## src/rtl/mult_hilo_ctrl_if.sv

```systemverilog
// Execute-stage / multiplier / HI-LO bundle for mult_hilo_ctrl.
// master = core plus array multiplier side, slave = the sequencer itself.
interface mult_hilo_ctrl_if;
  logic        start;
  logic        op_signed;
  logic [31:0] rs_val;
  logic [31:0] rt_val;
  logic [31:0] mul_a;
  logic [31:0] mul_b;
  logic [63:0] mul_p;
  logic        hi_we;
  logic        lo_we;
  logic [31:0] wdata;
  logic        busy;
  logic        done;
  logic [31:0] hi;
  logic [31:0] lo;

  modport master (
    output start, op_signed, rs_val, rt_val, mul_p, hi_we, lo_we, wdata,
    input  mul_a, mul_b, busy, done, hi, lo
  );

  modport slave (
    input  start, op_signed, rs_val, rt_val, mul_p, hi_we, lo_we, wdata,
    output mul_a, mul_b, busy, done, hi, lo
  );
endinterface

```

## src/rtl/mult_hilo_ctrl.sv

```systemverilog
// Multi-cycle MULT/MULTU sequencer and HI/LO register owner for CPU54.
// Signed MULT support is built only when MULT_SIGNED_EN is defined.
module mult_hilo_ctrl #(
  parameter int unsigned WAIT_CYCLES = 2
) (
  input  logic            clk,
  input  logic            rst_n,
  mult_hilo_ctrl_if.slave bus
);

  typedef enum logic [0:0] {
    S_IDLE = 1'b0,
    S_WAIT = 1'b1
  } state_t;

  localparam logic [3:0] CNT_INIT = 4'(WAIT_CYCLES - 1);

  state_t      state_q, state_d;
  logic [3:0]  cnt_q, cnt_d;
  logic [31:0] mul_a_q, mul_a_d;
  logic [31:0] mul_b_q, mul_b_d;
  logic [31:0] hi_q, hi_d;
  logic [31:0] lo_q, lo_d;
  logic        done_q, done_d;

`ifdef MULT_SIGNED_EN
  logic        neg_q, neg_d;

  // 0x80000000 maps to itself, which is its correct unsigned magnitude.
  function automatic logic [31:0] abs32(input logic [31:0] v);
    if (v[31]) begin
      abs32 = ~v + 32'd1;
    end else begin
      abs32 = v;
    end
  endfunction

  function automatic logic [63:0] neg64(input logic [63:0] v);
    neg64 = ~v + 64'd1;
  endfunction
`endif

  // Next-state, operand latch and HI/LO update logic.
  always_comb begin
    state_d = state_q;
    cnt_d   = cnt_q;
    mul_a_d = mul_a_q;
    mul_b_d = mul_b_q;
    hi_d    = hi_q;
    lo_d    = lo_q;
    done_d  = 1'b0;
`ifdef MULT_SIGNED_EN
    neg_d   = neg_q;
`endif
    case (state_q)
      S_IDLE: begin
        if (bus.hi_we) begin
          hi_d = bus.wdata;
        end else begin
          hi_d = hi_q;
        end
        if (bus.lo_we) begin
          lo_d = bus.wdata;
        end else begin
          lo_d = lo_q;
        end
        if (bus.start) begin
`ifdef MULT_SIGNED_EN
          if (bus.op_signed) begin
            mul_a_d = abs32(bus.rs_val);
            mul_b_d = abs32(bus.rt_val);
            neg_d   = bus.rs_val[31] ^ bus.rt_val[31];
          end else begin
            mul_a_d = bus.rs_val;
            mul_b_d = bus.rt_val;
            neg_d   = 1'b0;
          end
`else
          mul_a_d = bus.rs_val;
          mul_b_d = bus.rt_val;
`endif
          cnt_d   = CNT_INIT;
          state_d = S_WAIT;
        end else begin
          state_d = S_IDLE;
        end
      end
      S_WAIT: begin
        if (cnt_q != 4'd0) begin
          cnt_d = cnt_q - 4'd1;
        end else begin
`ifdef MULT_SIGNED_EN
          if (neg_q) begin
            {hi_d, lo_d} = neg64(bus.mul_p);
          end else begin
            {hi_d, lo_d} = bus.mul_p;
          end
`else
          {hi_d, lo_d} = bus.mul_p;
`endif
          done_d  = 1'b1;
          state_d = S_IDLE;
        end
      end
      default: begin
        state_d = S_IDLE;
      end
    endcase
  end

  // State and output registers; reset discards any in-flight multiply.
  always_ff @(posedge clk or negedge rst_n) begin
    if (!rst_n) begin
      state_q <= S_IDLE;
      cnt_q   <= 4'd0;
      mul_a_q <= 32'd0;
      mul_b_q <= 32'd0;
      hi_q    <= 32'd0;
      lo_q    <= 32'd0;
      done_q  <= 1'b0;
`ifdef MULT_SIGNED_EN
      neg_q   <= 1'b0;
`endif
    end else begin
      state_q <= state_d;
      cnt_q   <= cnt_d;
      mul_a_q <= mul_a_d;
      mul_b_q <= mul_b_d;
      hi_q    <= hi_d;
      lo_q    <= lo_d;
      done_q  <= done_d;
`ifdef MULT_SIGNED_EN
      neg_q   <= neg_d;
`endif
    end
  end

  assign bus.busy  = (state_q == S_WAIT);
  assign bus.done  = done_q;
  assign bus.mul_a = mul_a_q;
  assign bus.mul_b = mul_b_q;
  assign bus.hi    = hi_q;
  assign bus.lo    = lo_q;

endmodule

```

## src/flat_wrapper.sv

```systemverilog
// flat-port wrapper written by rule: the top's interface ports become plain ports
module mult_hilo_ctrl_flat 
#(
  parameter int unsigned WAIT_CYCLES = 2
)
  (clk, rst_n, bus_start, bus_op_signed, bus_rs_val, bus_rt_val, bus_mul_p, bus_hi_we, bus_lo_we, bus_wdata, bus_mul_a, bus_mul_b, bus_busy, bus_done, bus_hi, bus_lo);
  mult_hilo_ctrl_if bus_i ();
  input  logic clk;
  input  logic rst_n;
  input wire logic [$bits(bus_i.start)-1:0] bus_start;
  input wire logic [$bits(bus_i.op_signed)-1:0] bus_op_signed;
  input wire logic [$bits(bus_i.rs_val)-1:0] bus_rs_val;
  input wire logic [$bits(bus_i.rt_val)-1:0] bus_rt_val;
  input wire logic [$bits(bus_i.mul_p)-1:0] bus_mul_p;
  input wire logic [$bits(bus_i.hi_we)-1:0] bus_hi_we;
  input wire logic [$bits(bus_i.lo_we)-1:0] bus_lo_we;
  input wire logic [$bits(bus_i.wdata)-1:0] bus_wdata;
  output wire logic [$bits(bus_i.mul_a)-1:0] bus_mul_a;
  output wire logic [$bits(bus_i.mul_b)-1:0] bus_mul_b;
  output wire logic [$bits(bus_i.busy)-1:0] bus_busy;
  output wire logic [$bits(bus_i.done)-1:0] bus_done;
  output wire logic [$bits(bus_i.hi)-1:0] bus_hi;
  output wire logic [$bits(bus_i.lo)-1:0] bus_lo;
  assign bus_i.start = bus_start;
  assign bus_i.op_signed = bus_op_signed;
  assign bus_i.rs_val = bus_rs_val;
  assign bus_i.rt_val = bus_rt_val;
  assign bus_i.mul_p = bus_mul_p;
  assign bus_i.hi_we = bus_hi_we;
  assign bus_i.lo_we = bus_lo_we;
  assign bus_i.wdata = bus_wdata;
  assign bus_mul_a = bus_i.mul_a;
  assign bus_mul_b = bus_i.mul_b;
  assign bus_busy = bus_i.busy;
  assign bus_done = bus_i.done;
  assign bus_hi = bus_i.hi;
  assign bus_lo = bus_i.lo;
  mult_hilo_ctrl #(.WAIT_CYCLES(WAIT_CYCLES)) u_core (.clk(clk), .rst_n(rst_n), .bus(bus_i));
endmodule
```

## config.mk

```make
export PLATFORM = sky130hd
export DESIGN_NAME = mult_hilo_ctrl_flat
export DESIGN_NICKNAME = d
export VERILOG_FILES = /design/src/rtl/mult_hilo_ctrl_if.sv /design/src/rtl/mult_hilo_ctrl.sv /design/src/flat_wrapper.sv
export SDC_FILE = /design/constraint.sdc
export NUM_CORES = 1
export LEC_CHECK = 0
export CAP_MARGIN = 20
export CORE_UTILIZATION = 35
export DETAILED_ROUTE_END_ITERATION = 8
export GPL_TIMING_DRIVEN = 0
export PLACE_DENSITY = 0.76
export SLEW_MARGIN = 20
export SYNTH_ARGS = -nofsm -noshare
export SYNTH_HDL_FRONTEND = slang
export SYNTH_SLANG_ARGS = --single-unit
```

## constraint.sdc

```tcl
create_clock -name clk -period 3.25 [get_ports clk]
set_input_delay 0.325 -clock clk [delete_from_list [all_inputs] [get_ports clk]]
set_output_delay 0.325 -clock clk [all_outputs]
set_load 0.01 [all_outputs]
```

==> impl_metrics.ini <==
[sta]
min_period_over_period = 0.5692
skew_ns = 0.005465
post-route-min-period_ns = 1.850
finalSetupViolCount = 0
max_clock_freq_mhz = 540.5
maxSlewViolCount = 0
hold_viol = 0
rsz0062_at_grt = no
tightest_slew_ns = 0.5466
setup_ws_ns = 1.400
slew_headroom = 0.6356

[placement]
hpwl_um = 13130
place_ws_ns = 1.370
io_buffer_count = 294
place_congestion = 0.8294

[synthesis]
yosysWarnings = 0
synth.area.top_cells = dfrtp_1 57%, nand2_1 21%, mux2_2 12%
synth-compound-area-share = 0.009392
syn_inst = 607
ys_types = 19
yosys.area_share.xor_xnor = 0.001494
synth-seq-cells = 134
synthSimpleGateAreaFrac = 0.2508
synth_seq_area_share = 0.5720
synthAdderAreaFrac = 0.004269
synth_area_per_cell_um2 = 9.657
synth_top_family_by_area = simple AND/OR/NAND/NOR gates
synthMuxAreaShare = 0.1289
synth.top_cell.area_share = 0.5720
synth_area_um2 = 5862
synth_area_leader_cell = dfrtp_1
synth_nets = 775

[worst_setup_path]
crit_path_max_incr_delay_ns = 0.38
cp.arrival_ns = 2.14
cp_slowest_cell = dfrtp_1
critical_path.startpoint_type = register
required_ns = 3.54
end_kind = register
cp_cell_sequence = inv_1, ha_1, and4bb_4, a21oi_4, buf_6, mux2_2
worstPathMaxFanout = 10
crit_type = register to register

[floorplanning]
core_um2 = 16120
die_area_um2 = 17270
die_h_um = 131.4
io_pins = 296
num_rows = 46
die_width_um = 131.4
initial_utilization = 0.3637

[finish]
antenna_cells = 0
final_common_cell = nand2_1
final_layout_size_suffix_gt1_frac = 0.1326
syn_to_final_growth_pct = 66.81
fillers = 1367
final_cell_mix = 323 x nand2_1, 293 x clkdlybuf4s50_1, 134 x dfrtp_1
nets = 1090

[routing]
firstDrtPassIters = 4
viasPerCell = 4.476
dr_total_vias = 5152
routedWlPerCell_um = 15.31
dr_wl_met2_um = 8697
finalWirelength_um = 17630
postRouteAntennaNets = 0
drc_errors = 0
drtIter0Drc = 171
met3_length_um = 1444
m1WireLength_um = 7121
top_layer = met4

[clock_tree]
cts_max_path_buffers = 2
numCtsBuffers = 17
post_cts.repair.setup_buffers = 0
clock_latency_ns = 0.41
cts_max_level = 4
ctsHoldBuffers = 1
cts_sinks = 134
cts_tree = yes
path_clk_slew_ns = 0.06
cts_root_buf = clkbuf_16
post_cts_resized = 0

[status]
outcome = completed

[global_route]
antenna_found_initial = 0
grt_pass1_wl_um = 28410
overflow = 0
grt_max_degree = 70
first_global_vias = 5438
grt_use_total = 0.2117

[run]
max_cap_viol_count = 0

[pwr]
leakagePower_nw = 4.654
ir_drop_v = 0.0004287
p_per_area_nw_per_um2 = 999.1
fin_total_pwr_w = 0.009769

[hold_path]
min_path_type = primary input to register
area by class of cell:
| cell class | instances | area (um^2) | share of cell area |
|---|---|---|---|
| buffer | 31 | 182.7 | 0.01868 |
| inverter | 3 | 11.26 | 0.001152 |
| clock buffer | 18 | 439.2 | 0.04491 |
| clock inverter | 14 | 221.5 | 0.02265 |
| sequential | 134 | 3353 | 0.3429 |
| multi-input combinational | 439 | 2315 | 0.2367 |
| tap | 216 | 270.3 | 0.02764 |
| timing repair buffer | 296 | 2985 | 0.3053 |
through the flow:
stage               utilization  cells  hold slack (ns)  cell area (um^2)  TNS, ns
floorplan                     -    607          0.02941              5862        0
global placement         0.5631   1117           0.4560              9075  -490.25
detailed placement       0.5651   1118           0.3122              9107        0
CTS                      0.6068   1151           0.4139              9778        0
global route             0.6068   1151           0.4299              9778        0
finish                   0.6068   1151           0.4341              9778        0
cell families after synthesis:
group / after synthesis
flip-flops: 134
AND/OR/NAND/NOR: 364
multiplexers: 66
buffers and inverters: 34
adder cells (fa/ha/maj): 2
AO/OA/AOI/OAI: 6
XOR/XNOR: 1
final timing paths:
| kind | start | end | slack (ns) | cells past startpoint |
|---|---|---|---|---|
| setup / recovery | u_core.cnt_q[0]$_DFFE_PN0P_ | u_core.bus.lo[30]$_DFFE_PN0P_ | 1.40 | 6 |
| hold / removal | bus_rt_val[13] | u_core.bus.mul_b[13]$_DFFE_PN0P_ | 0.43 | 3 |
| setup reg to reg | u_core.cnt_q[0]$_DFFE_PN0P_ | u_core.bus.lo[30]$_DFFE_PN0P_ | 1.40 | 6 |
| hold reg to reg | u_core.bus.mul_a[29]$_DFFE_PN0P_ | u_core.bus.mul_a[29]$_DFFE_PN0P_ | 0.47 | 2 |
| max in group asynchronous | rst_n | u_core.bus.mul_a[2]$_DFFE_PN0P_ | 2.09 | 3 |
| min in group asynchronous | rst_n | u_core.bus.lo[14]$_DFFE_PN0P_ | 0.46 | 2 |
synthesized netlist by cell type:
library cell / number
a21oi_4: 2
xnor2_1: 1
nor2b_1: 2
mux2_4: 4
nand2b_1: 34
buf_6: 6
nand2_1: 323
nor3_1: 1
ha_1: 2
mux2_2: 60
o21ai_0: 3
mux2i_1: 2
buf_2: 17
clkbuf_1: 8
and4bb_4: 1
inv_1: 3
dfrtp_1: 134
nor2_1: 3
a21o_1: 1
flip-flops by register name (all words and copies together), names as in the netlist:
signal            cells
u_core.bus.mul_a     32
u_core.bus.mul_b     32
u_core.bus.hi        32
u_core.cnt_q          4
u_core.bus.busy       1
u_core.bus.lo        32
u_core.bus.done       1
where the power goes:
group          internal, W  switching, W
registers          0.00251      0.000427
clock network      0.00139      0.000768
logic              0.00261       0.00206
metal layers:
metal | vias up | GRT usage
met5 | - | 0
met4 | 0 | 0.07817
met3 | 27 | 0.07523
met2 | 212 | 0.3633
met1 | 2381 | 0.2410
li1 | 2532 | -
critical path, delay by kind of cell, from the launching register on:
kind            cells  cell delay, ns
compound gates      1            0.25
simple gates        1            0.23
fa+ha+maj           1            0.22
flops               1            0.38
mux                 1            0.35
buf+inv             2            0.28
No activity file was read; power rests on OpenSTA's default activity.
